`src/rtl/spi_frame_master.sv`:
```
// spi_frame_master
//   SPI initiator issuing 16-bit register frames {rw, addr[6:0], data[7:0]},
//   MSB first, to the calculator's SPI slave. SCLK idles low; MOSI changes on
//   SCLK rise, MISO is captured on the clk edge that drives SCLK low.
//
// Ports
//   clk, rst         system clock, asynchronous active-high reset
//   start            one-cycle frame request, sampled only while busy=0
//   rw, addr, wdata  frame type (1=read), register address, write data
//   busy, done       frame in progress / one-cycle end-of-frame pulse
//   rdata            read result, valid from done, held until next read
//   sclk, cs_n, mosi, miso   SPI pins
module spi_frame_master #(
    parameter int unsigned HALF_DIV = 50
) (
    input  logic       clk,
    input  logic       rst,
    input  logic       start,
    input  logic       rw,
    input  logic [6:0] addr,
    input  logic [7:0] wdata,
    output logic       busy,
    output logic       done,
    output logic [7:0] rdata,
    output logic       sclk,
    output logic       cs_n,
    output logic       mosi,
    input  logic       miso
);

    localparam int unsigned CW = (HALF_DIV > 1) ? $clog2(HALF_DIV) : 1;
    localparam logic [CW-1:0] RELOAD = CW'(HALF_DIV - 1);

    typedef enum logic [2:0] {
        S_IDLE,
        S_LEAD,
        S_HI,
        S_LO,
        S_TRAIL,
        S_GAP
    } state_t;

    state_t         state_q, state_d;
    logic [CW-1:0]  cnt_q, cnt_d;
    logic [3:0]     bit_q, bit_d;
    logic [15:0]    shift_q, shift_d;
    logic           rw_q, rw_d;
    logic           sclk_q, sclk_d;
    logic           cs_n_q, cs_n_d;
    logic           mosi_q, mosi_d;
    logic           busy_q, busy_d;
    logic           done_q, done_d;
    logic [7:0]     rdata_q, rdata_d;
    logic           tick;

    always_ff @(posedge clk or posedge rst) begin
        if (rst) begin
            state_q <= S_IDLE;
            cnt_q   <= '0;
            bit_q   <= '0;
            shift_q <= '0;
            rw_q    <= 1'b0;
            sclk_q  <= 1'b0;
            cs_n_q  <= 1'b1;
            mosi_q  <= 1'b0;
            busy_q  <= 1'b0;
            done_q  <= 1'b0;
            rdata_q <= '0;
        end else begin
            state_q <= state_d;
            cnt_q   <= cnt_d;
            bit_q   <= bit_d;
            shift_q <= shift_d;
            rw_q    <= rw_d;
            sclk_q  <= sclk_d;
            cs_n_q  <= cs_n_d;
            mosi_q  <= mosi_d;
            busy_q  <= busy_d;
            done_q  <= done_d;
            rdata_q <= rdata_d;
        end
    end

    assign tick = (cnt_q == '0);

    always_comb begin
        state_d = state_q;
        cnt_d   = tick ? RELOAD : cnt_q - CW'(1);
        bit_d   = bit_q;
        shift_d = shift_q;
        rw_d    = rw_q;
        sclk_d  = sclk_q;
        cs_n_d  = cs_n_q;
        mosi_d  = mosi_q;
        busy_d  = busy_q;
        done_d  = 1'b0;
        rdata_d = rdata_q;

        case (state_q)
            S_IDLE: begin
                cnt_d = '0;
                if (start) begin
                    state_d = S_LEAD;
                    cnt_d   = RELOAD;
                    bit_d   = '0;
                    rw_d    = rw;
                    shift_d = {rw, addr, rw ? 8'h00 : wdata};
                    cs_n_d  = 1'b0;
                    busy_d  = 1'b1;
                end
            end
            S_LEAD: begin
                if (tick) begin
                    state_d = S_HI;
                    sclk_d  = 1'b1;
                    mosi_d  = shift_q[15];
                    shift_d = {shift_q[14:0], 1'b0};
                end
            end
            S_HI: begin
                if (tick) begin
                    sclk_d = 1'b0;
                    if (rw_q && bit_q[3]) begin
                        rdata_d = {rdata_q[6:0], miso};
                    end
                    // The low half of bit 15 is spent in TRAIL, so cs_n rises
                    // one half-period after the last SCLK fall.
                    state_d = (bit_q == 4'd15) ? S_TRAIL : S_LO;
                end
            end
            S_LO: begin
                if (tick) begin
                    state_d = S_HI;
                    sclk_d  = 1'b1;
                    bit_d   = bit_q + 4'd1;
                    mosi_d  = shift_q[15];
                    shift_d = {shift_q[14:0], 1'b0};
                end
            end
            S_TRAIL: begin
                if (tick) begin
                    state_d = S_GAP;
                    cs_n_d  = 1'b1;
                    mosi_d  = 1'b0;
                end
            end
            S_GAP: begin
                if (tick) begin
                    state_d = S_IDLE;
                    cnt_d   = '0;
                    bit_d   = '0;
                    busy_d  = 1'b0;
                    done_d  = 1'b1;
                end
            end
            default: begin
                state_d = S_IDLE;
            end
        endcase
    end

    assign busy  = busy_q;
    assign done  = done_q;
    assign rdata = rdata_q;
    assign sclk  = sclk_q;
    assign cs_n  = cs_n_q;
    assign mosi  = mosi_q;

endmodule

```
`config.mk`:
```
export PLATFORM = sky130hd
export DESIGN_NAME = spi_frame_master
export DESIGN_NICKNAME = d
export VERILOG_FILES = /design/src/rtl/spi_frame_master.sv
export SDC_FILE = /design/constraint.sdc
export NUM_CORES = 1
export LEC_CHECK = 0
export ABC_AREA = 1
export BUFFER_PORTS_ARGS = -buffer_cell sky130_fd_sc_hd__buf_2
export CAP_MARGIN = 20
export CELL_PAD_IN_SITES_DETAIL_PLACEMENT = 1
export CELL_PAD_IN_SITES_GLOBAL_PLACEMENT = 1
export CORE_MARGIN = 1
export CORE_UTILIZATION = 44
export DETAILED_ROUTE_END_ITERATION = 8
export PLACE_DENSITY = 0.81
export SLEW_MARGIN = 15
export SYNTH_ARGS = -nofsm -noshare
export SYNTH_HDL_FRONTEND = slang
export SYNTH_SLANG_ARGS = --single-unit
```
`constraint.sdc`:
```
create_clock -name clk -period 2.34 [get_ports clk]
set_input_delay 0.117 -clock clk [delete_from_list [all_inputs] [get_ports clk]]
set_output_delay 0.117 -clock clk [all_outputs]
set_load 0.05 [all_outputs]
```
==> impl_metrics.tcl, run 1 <==
set metrics [dict create \
    antenna-diode-count 0 \
    cp-end-kind "register" \
    path_clk_slew_ns 0.08 \
    synth_top_area_cell "dfrtp_1" \
    tns_ns 0 \
    dr.pass1.iters 4 \
    holdBufCountCts 1 \
    cts_sinks 43 \
    finalCritPeriodShare 0.839 \
    vias 1996 \
    leakagePower_uw 0.00142 \
    period_needed_ns 1.96 \
    fin_hold_ws_ns 0.0431 \
    crit_fanout 16 \
    post-cts-setup-buffers 0 \
    hold_violations 0 \
    drive_gt1_frac 0.199 \
    power.density_mw_per_mm2 1160 \
    die_area_sq_mm 0.00540 \
    synth_area_per_cell_sq_um 7.59 \
    fin_util 0.529 \
    gp_congestion 0.758 \
    synth-seq-cells 43 \
    yosys-top-cells-area "dfrtp_1 (47%), nand2_1 (21%), nand3_1 (6.5%)" \
    critPathTopFamily "simple AND/OR/NAND/NOR gates" \
    syn-num-nets 318 \
    fmax_mhz 510 \
    placed_area_sq_mm 0.00246 \
    rsz0062_at_grt "no" \
    cts_tree "built" \
    clk_latency_ns 0.30 \
    syn_inst 296 \
    htreeDepth 2 \
    yosysWarnings 0 \
    grt_max_degree 44 \
    grt-ovfl-total 0 \
    relSlewSlack 0.638 \
    die_w_microns 73.5 \
    finClkSkew_ns 0.00325 \
    antenna_found_initial 0 \
    io_pins 33 \
    ir_drop_v 0.000445 \
    area_growth_pct 13.4 \
    worstSetupPathType "register to register" \
    clockRootBuffer "clkbuf_8" \
    hpwl_microns 3700 \
    vias_per_cell 5.00 \
    status "finished, final reports clean" \
    grt_first_pass_wirelength_microns 8850 \
    route.detailed.drc 0 \
    holdCritPathClass "input pin to register" \
    slowest_delay_ns 0.45 \
    die_h_microns 73.5 \
    crit_path_start_kind "register" \
    critical_path_required_ns 2.52 \
    gr-usage-all-layers 0.214 \
    worst_pin_slew_ns 0.544 \
    yosysSeqAreaShare 0.479 \
    dpl.cell_count 390 \
    crit_top_cell "nand2_1" \
    synth_top_cell_area_share 0.468 \
    path_cells "inv_1 > ha_1 > nand2_1 > nor2_2 > nand4_2 > nand2_1 > o21ai_2" \
    final_max_slew_viol_count 0 \
    drv_cap 0 \
    arrival_ns 2.14 \
    cp_slowest_cell "nand4_2" \
    initial_utilization 0.466 \
    wirelength_microns 5230 \
    avgRoutedWirePerCell_microns 13.1 \
    setup_viol 0 \
    grt_pass1_vias 1989 \
    syn-cell-area_sq_mm 0.00225 \
    cts_resized 0 \
    numCtsBuffers 5 \
    yosysUniqueCellTypes 28 \
    drt_iter0_drc 62 \
    stdcell_count 399 \
    cp.buffers_inverters 1 \
    portBuffers 32 \
    nNetsFinal 353 \
    cts_buffer_depth 2 \
    core_area_sq_mm 0.00482 \
    stdcell_area_sq_mm 0.00255 \
    final_antenna_net_count 0 \
    row_count 25 \
]
[tightest hold or removal path: cells and delay by family]
kind | cells | cell delay, ns
buf+inv | 1 | 0.08
simple gates | 2 | 0.11
[registers in the layout, indices dropped and copies added, names as in the netlist]
signal / cells
bit_q: 4
busy: 1
cnt_q: 6
cs_n: 1
done: 1
mosi: 1
rdata: 8
rw_q: 1
sclk: 1
shift_q: 16
state_q: 3
[Yosys cell counts]
cell	count
nand4_1	2
dfrtp_1	42
o21ai_0	11
buf_2	3
dfstp_2	1
nor3_2	1
clkinv_1	1
xnor2_1	1
clkbuf_1	2
o22ai_1	1
inv_1	25
a21oi_1	2
buf_4	1
nor2_1	17
xor2_1	1
nand4_2	1
nand3_1	29
o21ai_2	8
nor2_2	4
nand3_2	3
a21oi_2	1
ha_1	2
inv_2	1
buf_6	3
nand2_1	127
nor3_1	1
or2_2	1
nand2_2	4
[power breakdown]
part | switching (uW) | internal (uW)
logic | 925 | 421
registers | 170 | 975
clock network | 258 | 213
total | 1350 | 1610
[placed cells by master (no fill, tap or decap)]
master           n
dfrtp_1         42
o21ai_2          8
nand3_2          3
inv_1           25
xor2_1           1
nor2_2           4
nand4_1          2
nand2_1        127
clkbuf_8         5
nor2_1          17
buf_4            4
buf_2           32
dfstp_2          1
nand4_2          1
clkbuf_1         3
inv_2            1
a21oi_1          2
xnor2_1          1
nand3_1         29
o21ai_0         11
or2_2            1
ha_1             2
dlygate4sd3_1    1
nand2_2          4
nor3_2           1
clkinv_1         1
a21oi_2          1
o22ai_1          1
nor3_1           1
[logic make-up (layout without fill, tap and decap cells)]
kind of cell / count (synthesis) / after routing / synth area share
compound gates: 23 / 23 / 0.0668
buf+inv: 36 / 72 / 0.0735
fa+ha+maj: 2 / 2 / 0.0111
xor+xnor: 2 / 2 / 0.00780
flops: 43 / 43 / 0.479
simple gates: 190 / 190 / 0.361
[cell type report]
| class | instances | area (sq um) |
|---|---|---|
| tap | 67 | 83.8 |
| inverter | 27 | 101 |
| clock buffer | 8 | 80.1 |
| timing repair buffer | 37 | 200 |
| fill | 639 | 2270 |
| sequential | 43 | 1080 |
| multi-input combinational | 217 | 1000 |
[layer usage]
| metal | track usage | up-vias | part of all wire |
|---|---|---|---|
| li1 | - | 995 | - |
| met1 | 0.265 | 966 | 0.46 |
| met2 | 0.382 | 27 | 0.50 |
| met3 | 0.0412 | 8 | 0.023 |
| met4 | 0.0513 | 0 | 0.013 |
| met5 | 0 | - | 0 |
[worst paths after layout]
kind	start	to	slack (ns)	depth (start not counted)
setup / recovery	cnt_q[0]	rdata[2]	0.38	7
hold / removal	wdata[0]	shift_q[0]	0.04	3
setup reg to reg	cnt_q[0]	rdata[2]	0.38	7
hold reg to reg	rdata[7]	rdata[7]	0.49	2
max in group asynchronous	rst	cs_n	1.46	4
min in group asynchronous	rst	rdata[1]	0.51	4
[metrics by stage]
step	total power, uW	setup slack [ns]
floorplan	2180	0.839
global placement	2470	0.530
detailed placement	2520	0.395
CTS	3000	0.377
global route	3220	0.214
finish	2960	0.377
(Power assumes the default switching activity.)
==> inputs of run 2 (changes only) <==
--- a/config.mk
+++ b/config.mk
@@ -11,9 +11,9 @@
 export CELL_PAD_IN_SITES_DETAIL_PLACEMENT = 1
 export CELL_PAD_IN_SITES_GLOBAL_PLACEMENT = 1
 export CORE_MARGIN = 1
-export CORE_UTILIZATION = 44
+export CORE_UTILIZATION = 37
 export DETAILED_ROUTE_END_ITERATION = 8
-export PLACE_DENSITY = 0.81
+export PLACE_DENSITY = 0.73
 export SLEW_MARGIN = 15
 export SYNTH_ARGS = -nofsm -noshare
 export SYNTH_HDL_FRONTEND = slang
==> constraint.sdc (replaced) <==
create_clock -name clk -period 1.8 [get_ports clk]
set_input_delay 0.09 -clock clk [delete_from_list [all_inputs] [get_ports clk]]
set_output_delay 0.09 -clock clk [all_outputs]
set_load 0.05 [all_outputs]
==> impl_metrics.tcl, run 2 (same netlist as run 1, synthesis figures left out) <==
set metrics [dict create \
    leakagePower_uw 0.00146 \
    holdCritPathClass "input pin to register" \
    grt_first_pass_wirelength_microns 9560 \
    path_clk_slew_ns 0.08 \
    initial_utilization 0.382 \
    gp_congestion 0.771 \
    grt-ovfl-total 0 \
    largest_reg_flops 16 \
    ir_drop_v 0.000575 \
    avgRoutedWirePerCell_microns 13.1 \
    final_antenna_net_count 0 \
    path_cells "inv_1 > ha_1 > nand2_1 > nor2_2 > nand4_2 > buf_4 > nand2_1 > o21ai_2" \
    clk_latency_ns 0.30 \
    crit_fanout 16 \
    layout_common_cells "nand2_1 (127), dfrtp_1 (42), buf_2 (32), nand3_1 (29), inv_1 (24)" \
    drt_iter0_drc 72 \
    wirelength_microns 5400 \
    gr-usage-all-layers 0.196 \
    cts_tree "built" \
    nNetsFinal 359 \
    p_int_uw 2230 \
    worst_pin_slew_ns 0.720 \
    drv_cap 0 \
    grt_pass1_vias 2004 \
    route.detailed.drc 0 \
    cp_slowest_cell "dfrtp_1" \
    cp.buffers_inverters 2 \
    die_h_microns 79.9 \
    slowest_delay_ns 0.36 \
    antenna_found_initial 0 \
    p_sw_uw 1790 \
    reg2reg_setup_slack_ns 0.16 \
    numCtsBuffers 5 \
    clockRootBuffer "clkbuf_8" \
    crit_top_cell "nand2_1" \
    final_max_slew_viol_count 0 \
    critPathTopFamily "simple AND/OR/NAND/NOR gates" \
    portBuffers 32 \
    stdcell_area_sq_mm 0.00264 \
    grt_max_degree 27 \
    critical_path_required_ns 1.99 \
    fmax_mhz 608 \
    drive_gt1_frac 0.220 \
    regMostFlops "shift_q" \
    finClkSkew_ns 0.00477 \
    htreeDepth 2 \
    cp-end-kind "register" \
    p_sw_frac 0.445 \
    status "finished, final reports clean" \
    crit_path_start_kind "register" \
    seqPwrFrac 0.371 \
    area_growth_pct 17.5 \
    setup_viol 0 \
    cts_buffer_depth 2 \
    power.density_mw_per_mm2 1520 \
    row_count 28 \
    cts_sinks 43 \
    die_w_microns 79.9 \
    tns_ns 0 \
    combPwrFrac 0.472 \
    placed_area_sq_mm 0.00254 \
    final_common_cell "nand2_1" \
    period_needed_ns 1.64 \
    dr.pass1.iters 4 \
    core_area_sq_mm 0.00589 \
    worstSetupPathType "register to register" \
    arrival_ns 1.83 \
    io_pins 33 \
    finalCritPeriodShare 0.914 \
    relSlewSlack 0.517 \
    vias 1957 \
    rsz0062_at_grt "no" \
    hpwl_microns 4000 \
    antenna-diode-count 0 \
    die_area_sq_mm 0.00639 \
    vias_per_cell 4.75 \
    hold_violations 0 \
    pwr-share-clk 0.157 \
]
-- run 2: what timing repair did --
item / CTS / global route
endpoints found under the hold margin: 17 / 0
hold buffers: 1 / 0
setup buffers: 0 / 0
gates resized for setup: 0 / 1
setup endpoints to repair: 0 / 2
-- run 2: path summary, 6_finish.rpt --
path,from,endpoint,depth (start not counted)
worst max-delay path,cnt_q[0],rdata[1],8
worst min register to register,rdata[7],rdata[7],2
worst min-delay path,miso,rdata[0],3
min in group asynchronous,rst,shift_q[4],3
worst max register to register,cnt_q[0],rdata[1],8
max in group asynchronous,rst,cs_n,4
-- run 2: worst min-delay path, delay by kind of cell --
kind	cells	cell delay (ns)
AO/OA/AOI/OAI	1	0.05
buffers and inverters	2	0.15
-- run 2: final cells by class --
cell class              instances  area, sq um
clock inverters                 1         5.00
flip-flops and latches         43         1080
clock buffers                   6         82.6
repair buffers                 43          270
fillers                       760         3250
inverters                      27          101
well taps                      75         93.8
multi-input cells             217         1010
-- run 2: per-layer routing --
layer,track usage,vias up,wire [microns]
met5,0,-,0
met1,0.258,917,2630
li1,-,1004,-
met4,0.0518,0,55
met2,0.323,31,2550
met3,0.0423,5,160
-- run 2: power groups by stage --
stage | registers, uW | clock network, uW | logic, uW
after floorplan | 1540 | 0 | 1290
after global placement | 1500 | 0 | 1850
after detailed placement | 1510 | 0 | 1910
after CTS | 1490 | 660 | 1910
after global routing | 1530 | 696 | 2200
final | 1490 | 630 | 1900
-- run 2: stage by stage --
| step | hold slack (ns) | util | power, uW | std cells | setup WS (ns) |
|---|---|---|---|---|---|
| after floorplan | 0.228 | - | 2840 | 296 | 0.299 |
| after global placement | 0.138 | 0.431 | 3350 | 404 | 0.205 |
| after detailed placement | 0.155 | 0.431 | 3420 | 404 | 0.127 |
| after CTS | 0.0195 | 0.448 | 4070 | 412 | 0.121 |
| after global routing | 0.0433 | 0.449 | 4430 | 412 | 0.0104 |
| final | 0.0287 | 0.449 | 4010 | 412 | 0.156 |
==> inputs of run 3 (changes only) <==
--- a/config.mk
+++ b/config.mk
@@ -8,10 +8,8 @@
 export ABC_AREA = 1
 export BUFFER_PORTS_ARGS = -buffer_cell sky130_fd_sc_hd__buf_2
 export CAP_MARGIN = 20
-export CELL_PAD_IN_SITES_DETAIL_PLACEMENT = 1
-export CELL_PAD_IN_SITES_GLOBAL_PLACEMENT = 1
 export CORE_MARGIN = 1
-export CORE_UTILIZATION = 37
+export CORE_UTILIZATION = 51
 export DETAILED_ROUTE_END_ITERATION = 8
 export PLACE_DENSITY = 0.73
 export SLEW_MARGIN = 15
==> impl_metrics.tcl, run 3 (same netlist as run 1, synthesis figures left out) <==
set metrics [dict create \
    hold_violations 0 \
    route.detailed.drc 0 \
    antenna_found_initial 0 \
    reg2reg_from "cnt_q[0]" \
    drv_cap 0 \
    grt_max_degree 44 \
    core_area_sq_mm 0.00412 \
    row_count 23 \
    worstSetupPathType "register to register" \
    die_area_sq_mm 0.00468 \
    hpwl_microns 3200 \
    largest_reg_flops 16 \
    path_clk_slew_ns 0.07 \
    crit_path_start_kind "register" \
    reg2reg_setup_slack_ns 0.16 \
    io_pins 33 \
    status "finished, final reports clean" \
    fmax_mhz 609 \
    htreeDepth 2 \
    layout_common_cells "nand2_1 (127), dfrtp_1 (42), buf_2 (32), nand3_1 (29), inv_1 (25)" \
    reg2reg_to "shift_q[0]" \
    die_h_microns 68.4 \
    regMostFlops "shift_q" \
    ir_drop_v 0.000625 \
    final_antenna_net_count 0 \
    cts_resized 0 \
    period_needed_ns 1.64 \
    place_ws_ns 0.210 \
    cts_sinks 43 \
    gp_congestion 0.913 \
    power.density_mw_per_mm2 1480 \
    drt_iter0_drc 95 \
    cts_tree "built" \
    grt-ovfl-total 0 \
    relSlewSlack 0.632 \
    drive_gt1_frac 0.207 \
    crit_end "shift_q[0]" \
    antenna-diode-count 0 \
    die_w_microns 68.4 \
    grt_first_pass_wirelength_microns 7680 \
    grt_pass1_vias 1774 \
    crit_fanout 16 \
    avgRoutedWirePerCell_microns 11.9 \
    tns_ns 0 \
    dr.pass1.iters 5 \
    clk_latency_ns 0.29 \
    portBuffers 32 \
    initial_utilization 0.546 \
    critical_path_required_ns 2.03 \
    final_common_cell "nand2_1" \
    worst_slack_ns 0.158 \
    area_growth_pct 13.1 \
    wirelength_microns 4560 \
    holdCritPathClass "input pin to register" \
    leakagePower_uw 0.00143 \
    numCtsBuffers 5 \
    worst_pin_slew_ns 0.553 \
    finClkSkew_ns 0.00384 \
    vias 1920 \
    final_max_slew_viol_count 0 \
    rr_worst_depth 8 \
    nNetsFinal 356 \
    cp-end-kind "register" \
    finalCritPeriodShare 0.912 \
    gr-usage-all-layers 0.222 \
    worstHoldStart "wdata[0]" \
    vias_per_cell 5.01 \
    rsz0062_at_grt "no" \
    critPathLaunch "cnt_q[0]" \
    fillers 391 \
    cts_buffer_depth 2 \
    setup_viol 0 \
    arrival_ns 1.87 \
    clockRootBuffer "clkbuf_8" \
]
run 3: metal layers:
metal | wire [microns] | share of wire | track usage | vias to the layer above
met1 | 2210 | 0.49 | 0.286 | 873
met4 | 48 | 0.011 | 0.0859 | 0
li1 | - | - | - | 1002
met2 | 2120 | 0.47 | 0.365 | 41
met5 | 0 | 0 | 0 | -
met3 | 171 | 0.038 | 0.0433 | 4
run 3: cell type report:
cell class / instances / area [sq um] / area share
multi-input combinational: 217 / 1000 / 0.395
sequential: 43 / 1080 / 0.424
timing repair buffer: 40 / 223 / 0.0876
clock buffer: 6 / 72.6 / 0.0286
tap: 50 / 62.6 / 0.0246
inverter: 27 / 101 / 0.0399
run 3: timing repair:
action / CTS / global route
setup buffers: 0 / 0
hold buffers: 1 / 0
endpoints found under the hold margin: 42 / 0
run 3: worst min path at each step:
stage,endpoint,slack [ns],depth (start not counted)
2_1_floorplan,shift_q[0],0.23,2
6_report,shift_q[0],0.04,3
5_1_grt,rdata[0],0.04,3
3_5_place_dp,rdata[0],0.26,3
4_1_cts,shift_q[0],0.02,3
3_3_place_gp,shift_q[8],0.26,3
run 3: critical path, cell delays in order, from the launching register on:
cell and delay (ns):
dfrtp_1 0.37, inv_1 0.13, ha_1 0.25, nand2_1 0.12
nor2_2 0.17, nand2_2 0.12, nand2_2 0.26, nand3_1 0.11
nand2_1 0.07
run 3: stage by stage:
step / area [sq um] / utilization / total power [uW] / instances / hold slack, ns
after global placement: 2460 / 0.597 / 3190 / 376 / 0.259
after CTS: 2540 / 0.618 / 3790 / 383 / 0.0199
final: 2540 / 0.618 / 3760 / 383 / 0.0397
after detailed placement: 2460 / 0.597 / 3220 / 376 / 0.264
after global routing: 2540 / 0.618 / 4130 / 383 / 0.0379
after floorplan: 2250 / - / 2840 / 296 / 0.228
run 3: power breakdown:
group	internal, uW	total, uW	switching [uW]
Sequential	1270	1490	220
Combinational	566	1710	1150
Clock	259	557	298
Total	2090	3760	1670
